**config.mk**
```make
export PLATFORM = sky130hd
export DESIGN_NAME = divisor_control
export DESIGN_NICKNAME = d
export VERILOG_FILES = /design/src/rtl/divisor_control_pkg.sv /design/src/rtl/divisor_control_step.sv /design/src/rtl/divisor_control.sv
export SDC_FILE = /design/constraint.sdc
export NUM_CORES = 1
export LEC_CHECK = 0
export CAP_MARGIN = 0
export CORE_ASPECT_RATIO = 1.75
export CORE_UTILIZATION = 59
export CTS_CLUSTER_DIAMETER = 120
export DETAILED_ROUTE_END_ITERATION = 16
export PLACE_DENSITY = 0.85
export SLEW_MARGIN = 20
export SYNTH_ARGS = -nofsm -noshare
export SYNTH_HDL_FRONTEND = slang
export SYNTH_SLANG_ARGS = --single-unit
```
**constraint.sdc**
```tcl
create_clock -name clk -period 4.3 [get_ports clk]
set_input_delay 1.075 -clock clk [delete_from_list [all_inputs] [get_ports clk]]
set_output_delay 1.075 -clock clk [all_outputs]
set_load 0.005 [all_outputs]
```
**src/rtl/divisor_control_pkg.sv**
```systemverilog
// Shared definitions for the restoring-divider sequencer and the quotient output stage.
package divisor_control_pkg;

  // Quotient-bit commands, also decoded by the quotient output shift register
  localparam logic [1:0] CMD_NONE = 2'b00;
  localparam logic [1:0] CMD_0    = 2'b10;
  localparam logic [1:0] CMD_1    = 2'b01;

  typedef enum logic [1:0] {
    S_IDLE = 2'd0,
    S_LOAD = 2'd1,
    S_ITER = 2'd2,
    S_DONE = 2'd3
  } state_t;

endpackage

```
**src/rtl/divisor_control_step.sv**
```systemverilog
// One restoring-division iteration: shift in the next dividend bit, compare, conditionally subtract.
module divisor_step #(
  parameter int N = 8
) (
  input  logic [N:0]   r_i,
  input  logic         bit_i,
  input  logic [N-1:0] v_i,
  output logic [N:0]   r_o,
  output logic         q_o
);

  logic [N:0] t;

  assign t   = {r_i[N-1:0], bit_i};
  // r_i[N] is always 0 in normal operation; folding it in keeps the compare safe if it ever is not
  assign q_o = r_i[N] | (t >= {1'b0, v_i});
  assign r_o = q_o ? (t - {1'b0, v_i}) : t;

endmodule

```
**src/rtl/divisor_control.sv**
```systemverilog
// Sequencer for an N-bit restoring divider: one quotient bit per clock, MSB first,
// with a quotient-bit command per iteration and a one-cycle done pulse on completion.
module divisor_control
  import divisor_control_pkg::*;
#(
  parameter int N = 8
) (
  input  logic         clk,
  input  logic         reset,
  input  logic         start,
  input  logic [N-1:0] dividend,
  input  logic [N-1:0] divisor,
  output logic [1:0]   o_a,
  output logic         busy,
  output logic         done,
  output logic [N-1:0] quotient,
  output logic [N-1:0] remainder,
  output logic         div_by_zero
);

  localparam int CW = $clog2(N + 1);

  state_t         state_q, state_d;
  logic [N-1:0]   d_q, d_d, v_q, v_d, q_q, q_d;
  logic [N-1:0]   quot_q, quot_d, rem_q, rem_d;
  logic [N:0]     r_q, r_d, r_next;
  logic [CW-1:0]  cnt_q, cnt_d;
  logic           busy_q, busy_d, done_q, done_d, dbz_q, dbz_d;
  logic           q_bit;

  divisor_step #(.N(N)) u_step (
    .r_i   (r_q),
    .bit_i (d_q[N-1]),
    .v_i   (v_q),
    .r_o   (r_next),
    .q_o   (q_bit)
  );

  always_comb begin
    state_d = state_q;
    d_d     = d_q;
    v_d     = v_q;
    q_d     = q_q;
    r_d     = r_q;
    cnt_d   = cnt_q;
    quot_d  = quot_q;
    rem_d   = rem_q;
    busy_d  = busy_q;
    done_d  = 1'b0;
    dbz_d   = dbz_q;
    o_a     = CMD_NONE;
    case (state_q)
      S_IDLE: begin
        if (start) begin
          d_d     = dividend;
          v_d     = divisor;
          dbz_d   = 1'b0;
          busy_d  = 1'b1;
          state_d = S_LOAD;
        end
      end
      S_LOAD: begin
        r_d   = '0;
        q_d   = '0;
        cnt_d = CW'(N);
        if (v_q == '0) begin
          quot_d  = '1;
          rem_d   = d_q;
          dbz_d   = 1'b1;
          done_d  = 1'b1;
          state_d = S_DONE;
        end else begin
          state_d = S_ITER;
        end
      end
      S_ITER: begin
        o_a   = q_bit ? CMD_1 : CMD_0;
        r_d   = r_next;
        d_d   = {d_q[N-2:0], 1'b0};
        q_d   = {q_q[N-2:0], q_bit};
        cnt_d = cnt_q - CW'(1);
        // Last iteration: publish results so they are valid alongside done
        if (cnt_q == CW'(1)) begin
          quot_d  = {q_q[N-2:0], q_bit};
          rem_d   = r_next[N-1:0];
          done_d  = 1'b1;
          state_d = S_DONE;
        end
      end
      S_DONE: begin
        busy_d  = 1'b0;
        state_d = S_IDLE;
      end
      default: state_d = S_IDLE;
    endcase
  end

  always_ff @(posedge clk or posedge reset) begin
    if (reset) begin
      state_q <= S_IDLE;
      d_q     <= '0;
      v_q     <= '0;
      q_q     <= '0;
      r_q     <= '0;
      cnt_q   <= '0;
      quot_q  <= '0;
      rem_q   <= '0;
      busy_q  <= 1'b0;
      done_q  <= 1'b0;
      dbz_q   <= 1'b0;
    end else begin
      state_q <= state_d;
      d_q     <= d_d;
      v_q     <= v_d;
      q_q     <= q_d;
      r_q     <= r_d;
      cnt_q   <= cnt_d;
      quot_q  <= quot_d;
      rem_q   <= rem_d;
      busy_q  <= busy_d;
      done_q  <= done_d;
      dbz_q   <= dbz_d;
    end
  end

  assign busy        = busy_q;
  assign done        = done_q;
  assign quotient    = quot_q;
  assign remainder   = rem_q;
  assign div_by_zero = dbz_q;

endmodule
```
After elaboration in Yosys (flattened, before gate mapping)
Cells that the tools add are included.
{"block": "word_totals", "regBits": 57, "out_inout_bits": 21}
{"block": "classes", "addsub": 2, "magnitude_cmp": 1, "eq_ne": 7, "mux": 26, "n_bitwise": 1, "n_reduce_logical": 12}
{"op": "$pmux W8 S2", "count": 3}
{"op": "$mux W8", "count": 5}
{"op": "$pmux W9 S2", "count": 1}
{"op": "$pmux W7 S2", "count": 1}
{"op": "$ge A9 B8 Y1", "count": 1}
{"op": "$mux W9", "count": 1}
{"op": "$sub A9 B8 Y9", "count": 1}
{"op": "$logic_not A8 Y1", "count": 1}
{"op": "$mux W2", "count": 4}
{"op": "$pmux W2 S4", "count": 1}
{"op": "$pmux W4 S2", "count": 1}
{"op": "$reduce_and A2 Y1", "count": 4}
{"op": "$reduce_bool A2 Y1", "count": 4}
{"op": "$mux W1", "count": 6}
{"op": "$ne A2 B2 Y1 const B", "count": 3}
{"op": "$pmux W1 S2", "count": 3}
{"op": "$reduce_and A3 Y1", "count": 2}
{"op": "$eq A2 B2 Y1 const B", "count": 2}
{"op": "$eq A4 B1 Y1 const B", "count": 1}
{"op": "$sub A4 B1 Y4 const B", "count": 1}
{"op": "$eq A2 B1 Y1 const B", "count": 1}
{"op": "$logic_not A2 Y1", "count": 1}
{"op": "$or A1 B1 Y1", "count": 1}

Longest topological paths before layout
Gate-level depths: netlist of the first run.
{"block": "depth", "depth_word": 5, "depth_mapped": 9, "depth_no_buf": 9}

By module
Synthesis of the first run repeated with hierarchy kept, for this count alone.
{"block": "unflattened", "hier_cells": 313, "hier_area_um2": 3193.1}
{"module": "divisor_control", "instances": 1, "cells_per_inst": 238, "area_each_um2": 2665.1, "seq_area_each_um2": 1426.4}
{"module": "divisor_step", "instances": 1, "cells_per_inst": 75, "area_each_um2": 528.0, "seq_area_each_um2": 0.0}

Least setup slack after synthesis of the first run
Ideal clock, no wire load.
{"block": "synth_path", "path_kind": "reg-to-output", "startpoint": "register r_q[2]", "endpoint": "output port o_a[0]", "t_arrival_ns": 1.979, "required_ns": 3.225, "path_slack_ns": 1.246, "stages_incl_launch_ff": 8, "path_buffers": 2, "cell_sequence": "dfrtp_1 -> ha_1 -> and4_4 -> a2111o_1 -> nor2b_4 -> buf_12 -> and2b_2 -> buf_4"}
{"block": "synth_via", "elab_chain_len": 4}
{"item": "from (decl)", "line_no": "divisor_control.sv:26", "text": "logic [N:0] r_q, r_d, r_next;"}
{"item": "from (signal assigned)", "line_no": "divisor_control.sv:116", "text": "r_q <= r_d;"}
{"item": "$ge A9 B8 Y1", "line_no": "divisor_control_step.sv:16", "text": "assign q_o = r_i[N] | (t >= {1'b0, v_i});"}
{"item": "$or A1 B1 Y1", "line_no": "divisor_control_step.sv:16"}
{"item": "$mux W2", "line_no": "divisor_control.sv:77", "text": "o_a = q_bit ? CMD_1 : CMD_0;"}
{"item": "$mux W2", "line_no": "divisor_control.sv:52", "text": "case (state_q)"}
{"item": "to (decl)", "line_no": "divisor_control.sv:13", "text": "output logic [1:0] o_a,"}
Every way passes these cells.

Worst setup path in the final report of the first run
{"block": "layout_path", "startpoint": "register r_q[5]", "endpoint": "output port o_a[1]"}
Same word-level chain as after synthesis.

==> results of run 1 <==
cell type report:
class / instances / area (um2) / share of cell area (%)
sequential: 57 / 1430 / 40.0
clock buffer: 10 / 138 / 3.86
tap: 52 / 65.1 / 1.82
inverter: 35 / 131 / 3.68
timing repair buffer: 42 / 413 / 11.6
multi-input combinational: 191 / 1350 / 37.9
clock inverter: 6 / 42.5 / 1.19
Yosys cell counts (all sizes together) (2+ instances only):
cell,number
a211oi,4
a21oi,17
a22o,2
a31oi,8
buf,5
clkbuf,9
dfrtp,57
ha,14
inv,35
mux2,14
mux2i,7
nand2,16
nand2b,5
nand3,2
nor2,26
nor2b,5
nor3,2
nor3b,2
nor4,2
o2111ai,2
o21ai,7
o22a,2
o22ai,32
o31ai,3
xnor2,3
xor2,2
per-layer routing:
| layer | vias up | GRT usage [%] | part of all wire, % |
|---|---|---|---|
| li1 | 1136 | - | - |
| met1 | 1141 | 29.5 | 38 |
| met2 | 92 | 47.8 | 54 |
| met3 | 30 | 3.90 | 4.1 |
| met4 | 0 | 17.9 | 4.1 |
| met5 | - | 0 | 0 |
cells by family after synthesis:
| group | count (synthesis) | synth area share (%) |
|---|---|---|
| mux | 21 | 7.75 |
| flops | 57 | 47.8 |
| simple gates | 65 | 10.7 |
| fa+ha+maj | 15 | 6.54 |
| buf+inv | 49 | 7.04 |
| xor+xnor | 5 | 1.47 |
| compound gates | 85 | 18.8 |
state kept, by name, summed over array words and instances, names as in the netlist:
register     count
d_q              8
busy             1
q_q              7
v_q              8
cnt_q            4
quotient         8
r_q              9
remainder        8
state_q          2
div_by_zero      1
done             1
how the worst min path moves through the flow:
stage,start,endpoint,slack [ns],depth (start not counted)
floorplan,cnt_q[3]$_DFFE_PP0P_,cnt_q[3]$_DFFE_PP0P_,0.46,1
global placement,busy$_DFFE_PP0P_,busy$_DFFE_PP0P_,0.47,2
detailed placement,div_by_zero$_DFFE_PP0P_,div_by_zero$_DFFE_PP0P_,0.49,1
CTS,cnt_q[3]$_DFFE_PP0P_,cnt_q[3]$_DFFE_PP0P_,0.51,1
global route,div_by_zero$_DFFE_PP0P_,div_by_zero$_DFFE_PP0P_,0.53,1
finish,cnt_q[3]$_DFFE_PP0P_,cnt_q[3]$_DFFE_PP0P_,0.51,1
placed cells by master (no fill, tap or decap), types with 5 or more instances in the layout:
master / instances
dfrtp_1: 57
clkdlybuf4s50_1: 39
inv_1: 34
o22ai_1: 32
nor2_1: 26
nand2_1: 16
a21oi_1: 16
ha_1: 14
mux2_2: 13
clkbuf_8: 10
a31oi_1: 8
mux2i_1: 7
o21ai_0: 7
nand2b_1: 5
power by group:
group	internal (uW)	total [uW]	switching (uW)
clock	225	448	223
combinational	645	1410	765
sequential	728	880	152
total	1600	2740	1140
through the flow:
step,cells,setup WS (ns)
floorplan,297,1.25
global placement,377,0.788
detailed placement,377,0.765
CTS,393,0.393
global route,393,0.173
finish,393,0.385
worst max-delay path, cell delays in order, from the launching register on:
cell and delay (ns):
dfrtp_1 0.40, ha_1 0.37, a21oi_1 0.26, inv_1 0.06, o31ai_1 0.30, nor2b_4 0.40
and2_2 0.21, clkdlybuf4s50_1 0.49
==> results, run 1 <==
- The run finished with clean final reports.
- The number of maximum-capacitance constraint violations is 0.
- At the end of routability-driven placement, the weighted congestion stood at 0.886.
- The cell chosen for the clock root is clkbuf_8.
- The critical-path maximum fanout is 11.
- The worst clock skew is 0.0137 ns.
- Setup violations remaining at the end of the flow were counted as 0.
- Summed over all nets, the half-perimeter wirelength after detailed placement is about 4.7 mm.
- The critical path startpoint category is a flop.
- The critical path in this run is classified as reg2out.
- The final-layout fill cell count is approximately 350.
- The transition time at the pin with the least slew margin is 0.675 ns.
- The finished cells cover 3570 um2.
- The final layout contains routed wiring with a total length of 6.59 mm.
- After technology mapping, the gate count stands at between 200 and 300.
- The clock insertion delay at the later pin of the skew report is 0.35 ns.
- The post-synthesis net count is 331.
- In this run the critical register-to-register path is captured at remainder[0]$_DFFE_PP0P_.
- The core utilization of the finished layout is around 74%.
- Setup repair after global routing left no endpoint under its margin.
- STA classifies the critical path endpoint as an output port.
- Counting flops with an async set or reset pin after synthesis yields a share of 100%.
- The proportion of synthesized chip area in sequential cells is 47.8%.
- Summing over every cut layer, the via total after detailed routing is roughly 2,400.
- Dividing the detail-routed via count by the number of cells gives around 6.1.
- The number of global-route vias before repair was 2,350.
- The number of max-slew violations in the final report is 0.
- The largest voltage drop on the vdd net is 0.667 mV.
- The clock passes through at most 2 buffers.
- After clock tree synthesis, the clock-pin slew on the worst setup and hold paths is 0.08 ns.
- The post-CTS repair timing setup buffer count is 0.
- From synthesis to final layout, the design area changed by 19.4%.
- In this run, the number of DRC markers left after iteration 0 of detailed routing was 82.
- The startpoint identified for the worst register-to-register timing path is r_q[5]$_DFFE_PP0P_.
- The final period demand of the worst path is 3.91 ns.
- The starting density of the core is 62.4%.
- The min-delay analysis places its worst path in the category reg2reg.
- The yosys synthesis warning count is 0.
- The depth of the worst register-to-register path is 7.
- The flop-to-flop setup slack is 1.80 ns.
- The final critical path takes up around nine tenths of the cycle.
- Data on the critical path is required at its endpoint by 3.22 ns.
- The proportion of netlist area held by the largest area contributor is roughly 48%.
- Of the cells placed in the final design, the portion with a size suffix greater than 1 is 12.0%.
- The residual antenna-violating net count after detailed routing is 0.
- In this run the tightest slew margin relative to its limit is 54.9%.
- After synthesis, the cell types taking the most area are dfrtp_1 48%, o22ai_1 6.7%, ha_1 5.9%.
- The count of hold buffers inserted by post-cts repair is 0.
- The detailed-routing iteration count for the pre-antenna-repair pass is 5.
- The biggest area contributor in the post-synthesis netlist is dfrtp_1.
- The primary flip-flop cell chosen by synthesis mapping is dfrtp_1.
- Derived from the worst setup path, the maximum achievable clock frequency is approximately 260 MHz.
- In this run the cell area measured after placement is 3390 um2.
- The net count reported at finish is 370.
- In this run the static leakage power is 0.00159 uW.
- CTS saw 57 sinks.
- In this run, synthesis produced a sequential element count of 57.
- STA puts the critical path data arrival time at 2.84 ns.
- After detailed routing, the number of remaining DRC violations is 0.
- The total power per unit cell area is 768 nW/um2.
- The cell area that synthesis handed to floorplanning was roughly 3000 um2.
- The number of top-level pins is 40.
- Global routing consumed, over all layers together, a little over a quarter of the routing resources.
- The beginning of the critical path is r_q[5]$_DFFE_PP0P_.
- The netlist uses 46 different library cells.
- The placement row count is 33.
- In this run the number of H-tree levels came out at 3.
- The first global-routing pass estimated 10.8 mm of wire.
- In this run, CTS created clock tree buffers numbering 9.
- The worst hold slack after final layout is just over 0.5 ns.
- The die width is roughly 56 um.
- The synthesized area per cell is 10.1 um2.
- The final total negative setup slack is 0 ns.
- Entering global routing, the biggest net connects 33 pins.
- Summed over all layers, the global routing overflow is 0.
- The core area is 4790 um2.
- The number of flops mapped to enable cells by yosys is 0.
- The TritonCTS clock tree is built.
- The design draws 2740 uW.
- The end point of the critical path is o_a[1].
- Dividing the detail-routed wire length by the instance count gives 16.8 um.
- The number of antenna repair diodes is 0.
- The floorplan step set the die height to 96.1 um.
- The die covers 5360 um2.
- The number of failing hold endpoints at the final stage was 0.
- The number of gates resized after CTS was 0.
- Port buffering added 39 buffers.
- The number of antenna violations at the first check in global routing is 0.
Note: power is estimated with default switching activity, not from simulation.
==> run 2, diff against run 1 <==
--- a/config.mk
+++ b/config.mk
@@ -7,11 +7,13 @@
 export LEC_CHECK = 0
 export CAP_MARGIN = 0
 export CORE_ASPECT_RATIO = 1.75
-export CORE_UTILIZATION = 59
+export CORE_MARGIN = 2
+export CORE_UTILIZATION = 56
 export CTS_CLUSTER_DIAMETER = 120
 export DETAILED_ROUTE_END_ITERATION = 16
-export PLACE_DENSITY = 0.85
+export PLACE_DENSITY = 0.8
 export SLEW_MARGIN = 20
 export SYNTH_ARGS = -nofsm -noshare
 export SYNTH_HDL_FRONTEND = slang
+export SYNTH_HIERARCHICAL = 1
 export SYNTH_SLANG_ARGS = --single-unit
==> constraint.sdc (replaced) <==
create_clock -name clk -period 4.2 [get_ports clk]
set_input_delay 1.05 -clock clk [delete_from_list [all_inputs] [get_ports clk]]
set_output_delay 1.05 -clock clk [all_outputs]
set_load 0.005 [all_outputs]
==> run 2 against run 1 <==
Against the previous run: synthesized cell count is 5.4% higher; critical endpoint unchanged; critical path depth is 2 higher; register-to-register slack worse by 0.55 ns; die area is 18% higher; sequential power hardly changed; clock power is 35% higher.
==> results, run 2 <==
- The run finished with clean final reports.
- The net count reported at finish is 385 (+4.1%).
- The maximum number of pins on one net before global-route repair is 45 (+36%).
- The detailed-route DRC error count is 0 (unchanged).
- The proportion of synthesized chip area in sequential cells is 44.7% (-3.1 points).
- The number of global-route vias before repair came to 2,507 (+6.7%).
- The placement row count was 36 (+9.1%).
- The gate count after technology mapping is 313 (+5.4%).
- The largest voltage drop on the vdd net came to 0.428 mV (-36%).
- The via density per instance was 5.50 (-9.9%).
- The cell area after synthesis came to 3190 um2 (+6.9%).
- The smallest setup slack after layout is 0.400 ns (+0.0143 ns).
- The most critical setup path has its endpoint at o_a[1].
- The final weighted congestion of routability-driven global placement is 0.985 (+11%).
- The combined global-route utilization of all metal layers is 23.4% (-3.4 points).
- The total congestion overflow after global routing is 0 (unchanged).
- The depth of the worst register-to-register path is 10 (+3).
- The post-synthesis async set-or-reset flop share came to 100% (unchanged).
- The switching part of the total was 39.2% (-2.4 points).
- The clock-pin slew of the registers on the worst-case setup and hold paths is 0.07 ns (about the same).
- The detailed placement HPWL is 4.78 mm (+1.0%).
- The number of max-slew violations in the final report was 0 (unchanged).
- The number of antenna violations at the first check in global routing is 0 (unchanged).
- The placed instance count was 416 (+10%).
- The final total negative setup slack came to 0 ns (unchanged).
- The number of flip-flops under the largest register name is 9 (unchanged).
- The critical path goes through inv_1 -> ha_1 -> a21oi_1 -> nand2_1 -> o211ai_4 -> and2_4 -> inv_1 -> nor2_1 -> clkdlybuf4s50_1.
- The maximum root-to-sink buffer count came to 2 (unchanged).
- The number of levels the H-tree was split into was 3 (unchanged).
- The synthesized area per cell is 10.2 um2 (+1.4%).
- The largest area contributor in the synthesized netlist is dfrtp_1.
- The count of endpoints failing setup in the final report is 0 (unchanged).
- In the finished design, the share of the clock period the worst path needs comes to 90.5%.
- The number of CTS-inserted buffers was 9 (unchanged).
- The pre-CTS setup slack came to 0.797 ns (+0.0321 ns).
- The number of I/O port buffers is 39 (unchanged).
- In the synthesized netlist the dominant register cell turns out to be dfrtp_1.
- The final total power is 2960 uW (+8.1%).
- The relative slew slack was 52.7% (-2.2 points).
- The switching component of the power was 1160 uW (+1.8%).
- The detailed-routing iteration count for the pre-antenna-repair pass is 4 (-1).
- The largest individual stage delay along the critical path comes from the cell clkdlybuf4s50_1.
- The number of failing hold endpoints at the final stage came to 0 (unchanged).
- The full die area is 6350 um2 (+18%).
- The share of total power in combinational logic came to 49.7% (-1.8 points).
- TritonCTS built the clock tree.
- The number of vias after detailed routing is 2,377 (-0.92%).
- The final period demand of the worst path is about 3.8 ns.
- The count of buffering cells on the critical path with inverters included was 3 (+1).
- The tree is rooted in a clkbuf_8.
- The die width is 61.1 um (+9.5%).
- The number of sinks on the clock net is 57 (unchanged).
- The cell repeated most along the worst path is inv_1.
- Setup repair after global routing left no endpoint under its margin.
- The count of hold buffers inserted by post-cts repair is 0 (unchanged).
- The fraction of final layout cells sized beyond drive strength 1 was 17.4% (+5.4 points).
- The register ranked first by flip-flop count is r_q.
- The first-pass GRT wire length is 11.1 mm (+2.7%).
- STA classifies the critical path endpoint as an output port.
- The wire length per cell came to 15.1 um (-9.8%).
- The startpoint identified for the worst register-to-register timing path is d_q[7]$_DFFE_PP0P_.
- The count of routing violations after the opening detailed-route iteration is 108 (+32%).
- In the post-synthesis netlist, the cell with the most instances is dfrtp_1.
- Ranked by total cell area, the synthesized netlist is headed by dfrtp_1 45%, mux2_2 7.8%, ha_1 5.5%.
- The total power per unit cell area is 769 nW/um2 (+0.11%).
- The flop-to-flop setup slack is 1.25 ns (-0.55 ns).
- The maximum cell stage delay along the critical path is 0.52 ns (+0.03 ns).
- The reg-to-reg critical path endpoint is remainder[6]$_DFFE_PP0P_.
- The kind of cell with the highest combined delay on the critical path is buffers and inverters.
- The residual antenna-violating net count after detailed routing is 0 (unchanged).
- The starting density of the core is 57.6% (-4.7 points).
- The number of antenna repair diodes is 0 (unchanged).
- The commonest cells after synthesis are 57 x dfrtp_1, 36 x inv_1, 30 x o21ai_0.
- The cell leakage power was 0.00167 uW (+4.9%).
- The worst clock skew is 0.00772 ns (-0.00593 ns).
- The worst setup path category is reg2out.
- From synthesis to final layout, the design area changed by 20.6%.
- The library cells used most frequently in the layout, excluding fill and tap cells, are 57 x dfrtp_1, 39 x clkdlybuf4s50_1, 35 x inv_1.
- The clock insertion delay at the later pin of the skew report is 0.34 ns (about the same).
- The core area is 5540 um2 (+16%).
- The sum of routed wire length over all layers is 6.53 mm (-0.80%).
- The number of top-level pins came to 40 (unchanged).
- The critical path startpoint category is a flop.
- The post-synthesis net count is 347 (+4.8%).
- The transition time at the pin with the least slew margin came to 0.708 ns (+0.0329 ns).
- The post-cts resize count is 0 (unchanged).
- The post-CTS repair timing setup buffer count is 0 (unchanged).
- The count of non-filler cells in the finished layout is 432 (+9.9%).
- The highest clock frequency the design can meet is 263 MHz.
- The core utilization of the finished layout is 69.5% (-4.9 points).
- The number of flops mapped to enable cells by yosys is 0 (unchanged).
- The relative contribution of the clock network to total power is 20.4% (+4.0 points).
- The signal arrival time at the worst endpoint is 2.75 ns (-0.09 ns).
- The internal power summed over all cells came to 1800 uW (+13%).
- Leaving out fill and tap cells, the most frequent cell in the layout is dfrtp_1.
- The critical-path maximum fanout is 9 (-2).
- The proportion of power drawn by flip-flops and latches is 29.8% (-2.3 points).
- The instance count on the critical path is 9 (+2).
- The required time of the critical path was 3.15 ns (-0.07 ns).
- In this run the worst setup path begins at v_q[6]$_DFFE_PP0P_.
- The yosys synthesis warning count is 6 (+6).
- The proportion of netlist area held by the largest area contributor is 44.7% (-3.1 points).
- The path type of the worst min-delay path is reg2reg.
- The number of different library cells in the post-synthesis netlist is 48 (+4.3%).
- The floorplan die height is 104 um (+8.1%).
- The number of maximum-capacitance constraint violations is 0 (unchanged).
- The flop and latch count out of synthesis was 57 (unchanged).
## run 2: how the worst min path moves through the flow
stage / startpoint / to / slack (ns) / depth (start not counted)
after global routing: remainder[6]$_DFFE_PP0P_ / remainder[6]$_DFFE_PP0P_ / 0.52 / 1
after CTS: remainder[6]$_DFFE_PP0P_ / remainder[6]$_DFFE_PP0P_ / 0.50 / 1
after global placement: remainder[6]$_DFFE_PP0P_ / remainder[6]$_DFFE_PP0P_ / 0.48 / 1
final: remainder[6]$_DFFE_PP0P_ / remainder[6]$_DFFE_PP0P_ / 0.49 / 1
after floorplan: d_q[2]$_DFFE_PP0P_ / d_q[2]$_DFFE_PP0P_ / 0.46 / 2
after detailed placement: remainder[6]$_DFFE_PP0P_ / remainder[6]$_DFFE_PP0P_ / 0.47 / 1
## run 2: per-layer routing
| layer | GRT usage, % | wire length [um] | part of all wire (%) | up-vias |
|---|---|---|---|---|
| met4 | 11.6 | 178 | 2.7 | 0 |
| li1 | - | - | - | 1158 |
| met2 | 39.6 | 3570 | 55 | 53 |
| met1 | 26.4 | 2570 | 39 | 1151 |
| met3 | 4.60 | 206 | 3.2 | 15 |
| met5 | 0 | 0 | 0 | - |
## run 2: worst reg2reg max path, cell delays in order, from the launching register on
cell and delay, ns:
dfrtp_1 0.42, inv_1 0.07, ha_1 0.21, fa_1 0.40, nand2b_1 0.19, a211oi_1 0.32
o21ai_0 0.17, a21boi_0 0.31, o31ai_1 0.16, mux2_2 0.29, mux2_1 0.29
## run 2: cell type report
cell class	count	area, um2
fill	434	1690
multi-input combinational	206	1550
sequential	57	1430
timing repair buffer	41	405
clock buffer	12	165
inverter	36	135
tap	76	95.1
clock inverter	4	73.8
## run 2: metrics by stage
| stage | cell area (um2) | hold slack [ns] |
|---|---|---|
| floorplan | 3190 | 0.465 |
| global placement | 3610 | 0.478 |
| detailed placement | 3610 | 0.474 |
| CTS | 3850 | 0.498 |
| global route | 3850 | 0.523 |
| finish | 3850 | 0.490 |
## run 2: logic make-up (layout without fill, tap and decap cells)
kind of cell | after synthesis | after routing | share of synthesized area [%]
compound gates | 68 | 68 | 13.7
xor+xnor | 4 | 4 | 1.10
fa+ha+maj | 15 | 15 | 6.11
buf+inv | 50 | 93 | 6.86
flops | 57 | 57 | 44.7
mux | 35 | 35 | 13.6
simple gates | 84 | 84 | 14.0
## run 2: power groups by stage
stage               logic, uW  registers [uW]  clock network (uW)
floorplan                1120             863                   0
global placement         1430             885                   0
detailed placement       1460             892                   0
CTS                      1460             885                 618
global route             1630             907                 641
finish                   1470             883                 605
==> run 3, diff against run 2 <==
--- a/config.mk
+++ b/config.mk
@@ -8,10 +8,11 @@
 export CAP_MARGIN = 0
 export CORE_ASPECT_RATIO = 1.75
 export CORE_MARGIN = 2
-export CORE_UTILIZATION = 56
+export CORE_UTILIZATION = 60
 export CTS_CLUSTER_DIAMETER = 120
 export DETAILED_ROUTE_END_ITERATION = 16
-export PLACE_DENSITY = 0.8
+export MAX_ROUTING_LAYER = met4
+export PLACE_DENSITY = 0.85
 export SLEW_MARGIN = 20
 export SYNTH_ARGS = -nofsm -noshare
 export SYNTH_HDL_FRONTEND = slang
==> constraint.sdc (replaced) <==
create_clock -name clk -period 4.5 [get_ports clk]
set_input_delay 1.125 -clock clk [delete_from_list [all_inputs] [get_ports clk]]
set_output_delay 1.125 -clock clk [all_outputs]
set_load 0.005 [all_outputs]
==> run 3 against run 2 <==
Against the previous run: clock power is 12% lower; global-route usage increased by 3.2 points; combinational power is 5% lower; clock skew shrank 0.00099 ns; sequential cell count unchanged; sequential share of layout area up 0.44 points; largest cell class unchanged; largest power group unchanged; highest routed layer unchanged.
==> results, run 3 (same netlist as run 2, synthesis figures left out) <==
- The clock insertion delay at the later pin of the skew report is 0.34 ns (about the same).
- The number of antenna violations at the first check in global routing is 0 (unchanged).
- The TritonCTS clock tree is built.
- The worst hold path belongs to the class reg2reg.
- The core utilization of the finished layout is 73.0% (+3.5 points).
- The fraction of final layout cells sized beyond drive strength 1 is 17.1% (-0.28 points).
- The cell leakage power is 0.00166 uW (-0.56%).
- The number of I/O port buffers is 39 (unchanged).
- The count of hold buffers inserted by post-cts repair is 0 (unchanged).
- The relative slew slack was 52.9% (+0.21 points).
- The number of failing hold endpoints at the final stage is 0 (unchanged).
- The flop-to-flop setup slack is 1.67 ns (+0.42 ns).
- The cell chosen for the clock root is clkbuf_8.
- The total power per unit cell area came to 722 nW/um2 (-6.1%).
- The count of routing violations after the opening detailed-route iteration is 146 (+35%).
- The worst hold path terminates at remainder[2]$_DFFE_PP0P_.
- The flow ran to the end, and the final reports show no timing, DRC or antenna violations.
- The global routing usage on met1 is 29.2% (+2.8 points).
- Counting stages on the worst path, the most repeated cell is inv_1.
- The peak-usage layer in the global routing report is met2.
- The maximum number of pins on one net before global-route repair came to 42 (-6.7%).
- The worst clock skew is 0.00673 ns (-0.000993 ns).
- The number of cells traversed by the worst hold path is 1 (unchanged).
- The starting density of the core is 61.3% (+3.6 points).
- The number of flip-flops under the largest register name is 9 (unchanged).
- The fraction of met2 tracks used by global routing was 43.0% (+3.4 points).
- The post-cts resize count is 0 (unchanged).
- Setup repair after global routing left no endpoint under its margin.
- For this design, the slowest cell found on the critical path is clkdlybuf4s50_1.
- The signal on the critical path passes through inv_1 -> ha_1 -> a21oi_1 -> nand2_1 -> o211ai_4 -> and2_4 -> inv_1 -> nor2_1 -> clkdlybuf4s50_1.
- The maximum root-to-sink buffer count is 2 (unchanged).
- The largest voltage drop on the vdd net was 0.422 mV (-1.4%).
- The detailed-route DRC error count was 0 (unchanged).
- The net count reported at finish was 385 (unchanged).
- The detailed-routing iteration count for the pre-antenna-repair pass is 4 (unchanged).
- The total congestion overflow after global routing came to 0 (unchanged).
- The post-CTS repair timing setup buffer count is 0 (unchanged).
- The placed cell area is 3580 um2 (-0.73%).
- The worst hold slack after final layout was 0.510 ns (+0.0205 ns).
- The most common cell after layout, fill and taps aside is dfrtp_1.
- The worst path in the final design needs a cycle of 3.81 ns, including I/O delays and setup.
- The register ranked first by flip-flop count is r_q.
- The number of maximum-capacitance constraint violations is 0 (unchanged).
- The number of CTS-inserted buffers was 9 (unchanged).
- The smallest setup slack after layout came to 0.686 ns (+0.286 ns).
- The final total negative setup slack came to 0 ns (unchanged).
- The critical-path maximum fanout came to 9 (unchanged).
- The endpoint class of the critical path is an output port.
- The number of vias after detailed routing is 2,412 (+1.5%).
- The residual antenna-violating net count after detailed routing is 0 (unchanged).
- The area growth from synthesis to final layout is 19.2%.
- The placement row count was 35 (-2.8%).
- The detailed placement HPWL came to 4.95 mm (+3.5%).
- The transition time at the pin with the least slew margin is 0.705 ns (-0.00311 ns).
- The signal arrival time at the worst endpoint is 2.69 ns (-0.06 ns).
- The first-pass GRT wire length is 11.4 mm (+3.0%).
- The number of top-level pins was 40 (unchanged).
- The die width is 59.1 um (-3.2%).
- The hold path startpoint is remainder[2]$_DFFE_PP0P_.
- The core area was 5210 um2 (-5.9%).
- The top cell types in the final layout, fill and taps aside, are 57 x dfrtp_1, 39 x clkdlybuf4s50_1, 35 x inv_1.
- The clock-pin slew of the registers on the worst-case setup and hold paths is 0.06 ns (about the same).
- The maximum cell stage delay along the critical path is 0.52 ns (about the same).
- The required time of the critical path is 3.38 ns (+0.23 ns).
- The critical path startpoint category is a flop.
- The full die area is 5940 um2 (-6.3%).
- The floorplan die height is 101 um (-3.3%).
- The post-route clock period utilization is 84.8%.
- The via density per instance came to 5.87 (+6.7%).
- The final cell area excluding filler cells was 3810 um2 (-1.2%).
- The pre-CTS setup slack is 1.04 ns (+0.245 ns).
- The depth of the worst register-to-register path is 10 (unchanged).
- The final weighted congestion of routability-driven global placement is 0.942 (-4.3%).
- The number of sinks on the clock net is 57 (unchanged).
- The sum of routed wire length over all layers is 6.76 mm (+3.5%).
- The number of global-route vias before repair came to 2,454 (-2.1%).
- The combined global-route utilization of all metal layers is 26.6% (+3.2 points).
- For this run, the top clock speed supported by timing is 262 MHz.
- The wire length per cell is 16.5 um (+8.8%).
- The met3 usage came to 5.39% (+0.79 points).
- The number of max-slew violations in the final report is 0 (unchanged).
- The number of levels the H-tree was split into is 3 (unchanged).
- The startpoint identified for the worst register-to-register timing path is d_q[7]$_DFFE_PP0P_.
- The reg-to-reg critical path endpoint is remainder[6]$_DFFE_PP0P_.
- The number of antenna repair diodes was 0 (unchanged).
- The worst setup path is of the reg2out kind.
- The count of endpoints failing setup in the final report is 0 (unchanged).
-- run 3: cell count changes in the layout (fill, tap and decap cells not counted) --
| cell | change |
|---|---|
| clkbuf_1 | +1 |
| clkbuf_8 | -2 |
| clkinv_2 | +1 |
-- run 3: area by class of cell --
cell class | instances | area (um2)
multi-input combinational | 206 | 1550
timing repair buffer | 41 | 405
clock inverter | 5 | 78.8
sequential | 57 | 1430
tap | 55 | 68.8
inverter | 36 | 135
fill | 382 | 1410
clock buffer | 11 | 141
-- run 3: metal layers --
layer | up-vias | share of wire [%]
met4 | 0 | 4.6
met5 | - | 0
met1 | 1158 | 38
met2 | 71 | 54
li1 | 1160 | -
met3 | 23 | 3.1
-- run 3: worst max-delay path by stage --
| stage | startpoint | endpoint | slack, ns | cells after the start |
|---|---|---|---|---|
| global placement | v_q[6]$_DFFE_PP0P_ | o_a[1] | 1.09 | 9 |
| global route | v_q[6]$_DFFE_PP0P_ | o_a[1] | 0.51 | 9 |
| CTS | v_q[6]$_DFFE_PP0P_ | o_a[1] | 0.67 | 9 |
| finish | v_q[6]$_DFFE_PP0P_ | o_a[1] | 0.69 | 9 |
| floorplan | v_q[6]$_DFFE_PP0P_ | o_a[0] | 1.50 | 10 |
| detailed placement | v_q[6]$_DFFE_PP0P_ | o_a[1] | 1.04 | 9 |
-- run 3: through the flow --
stage               cells  power, uW
floorplan             313       1850
global placement      395       2150
detailed placement    395       2200
CTS                   411       2750
global route          411       2950
finish                411       2750
-- run 3: worst max-delay path: cells and delay by family (launching register included) --
kind                     cells  cell delay [ns]
AND/OR/NAND/NOR              3             0.49
flip-flops                   1             0.40
AO/OA/AOI/OAI                2             0.46
buffers and inverters        3             0.67
adder cells (fa/ha/maj)      1             0.34
-- run 3: power by group --
group	switching [uW]	total, uW	leakage [uW]	internal [uW]
Combinational	747	1390	0.000824	644
Clock	205	531	0.000113	326
Sequential	147	826	0.000720	679
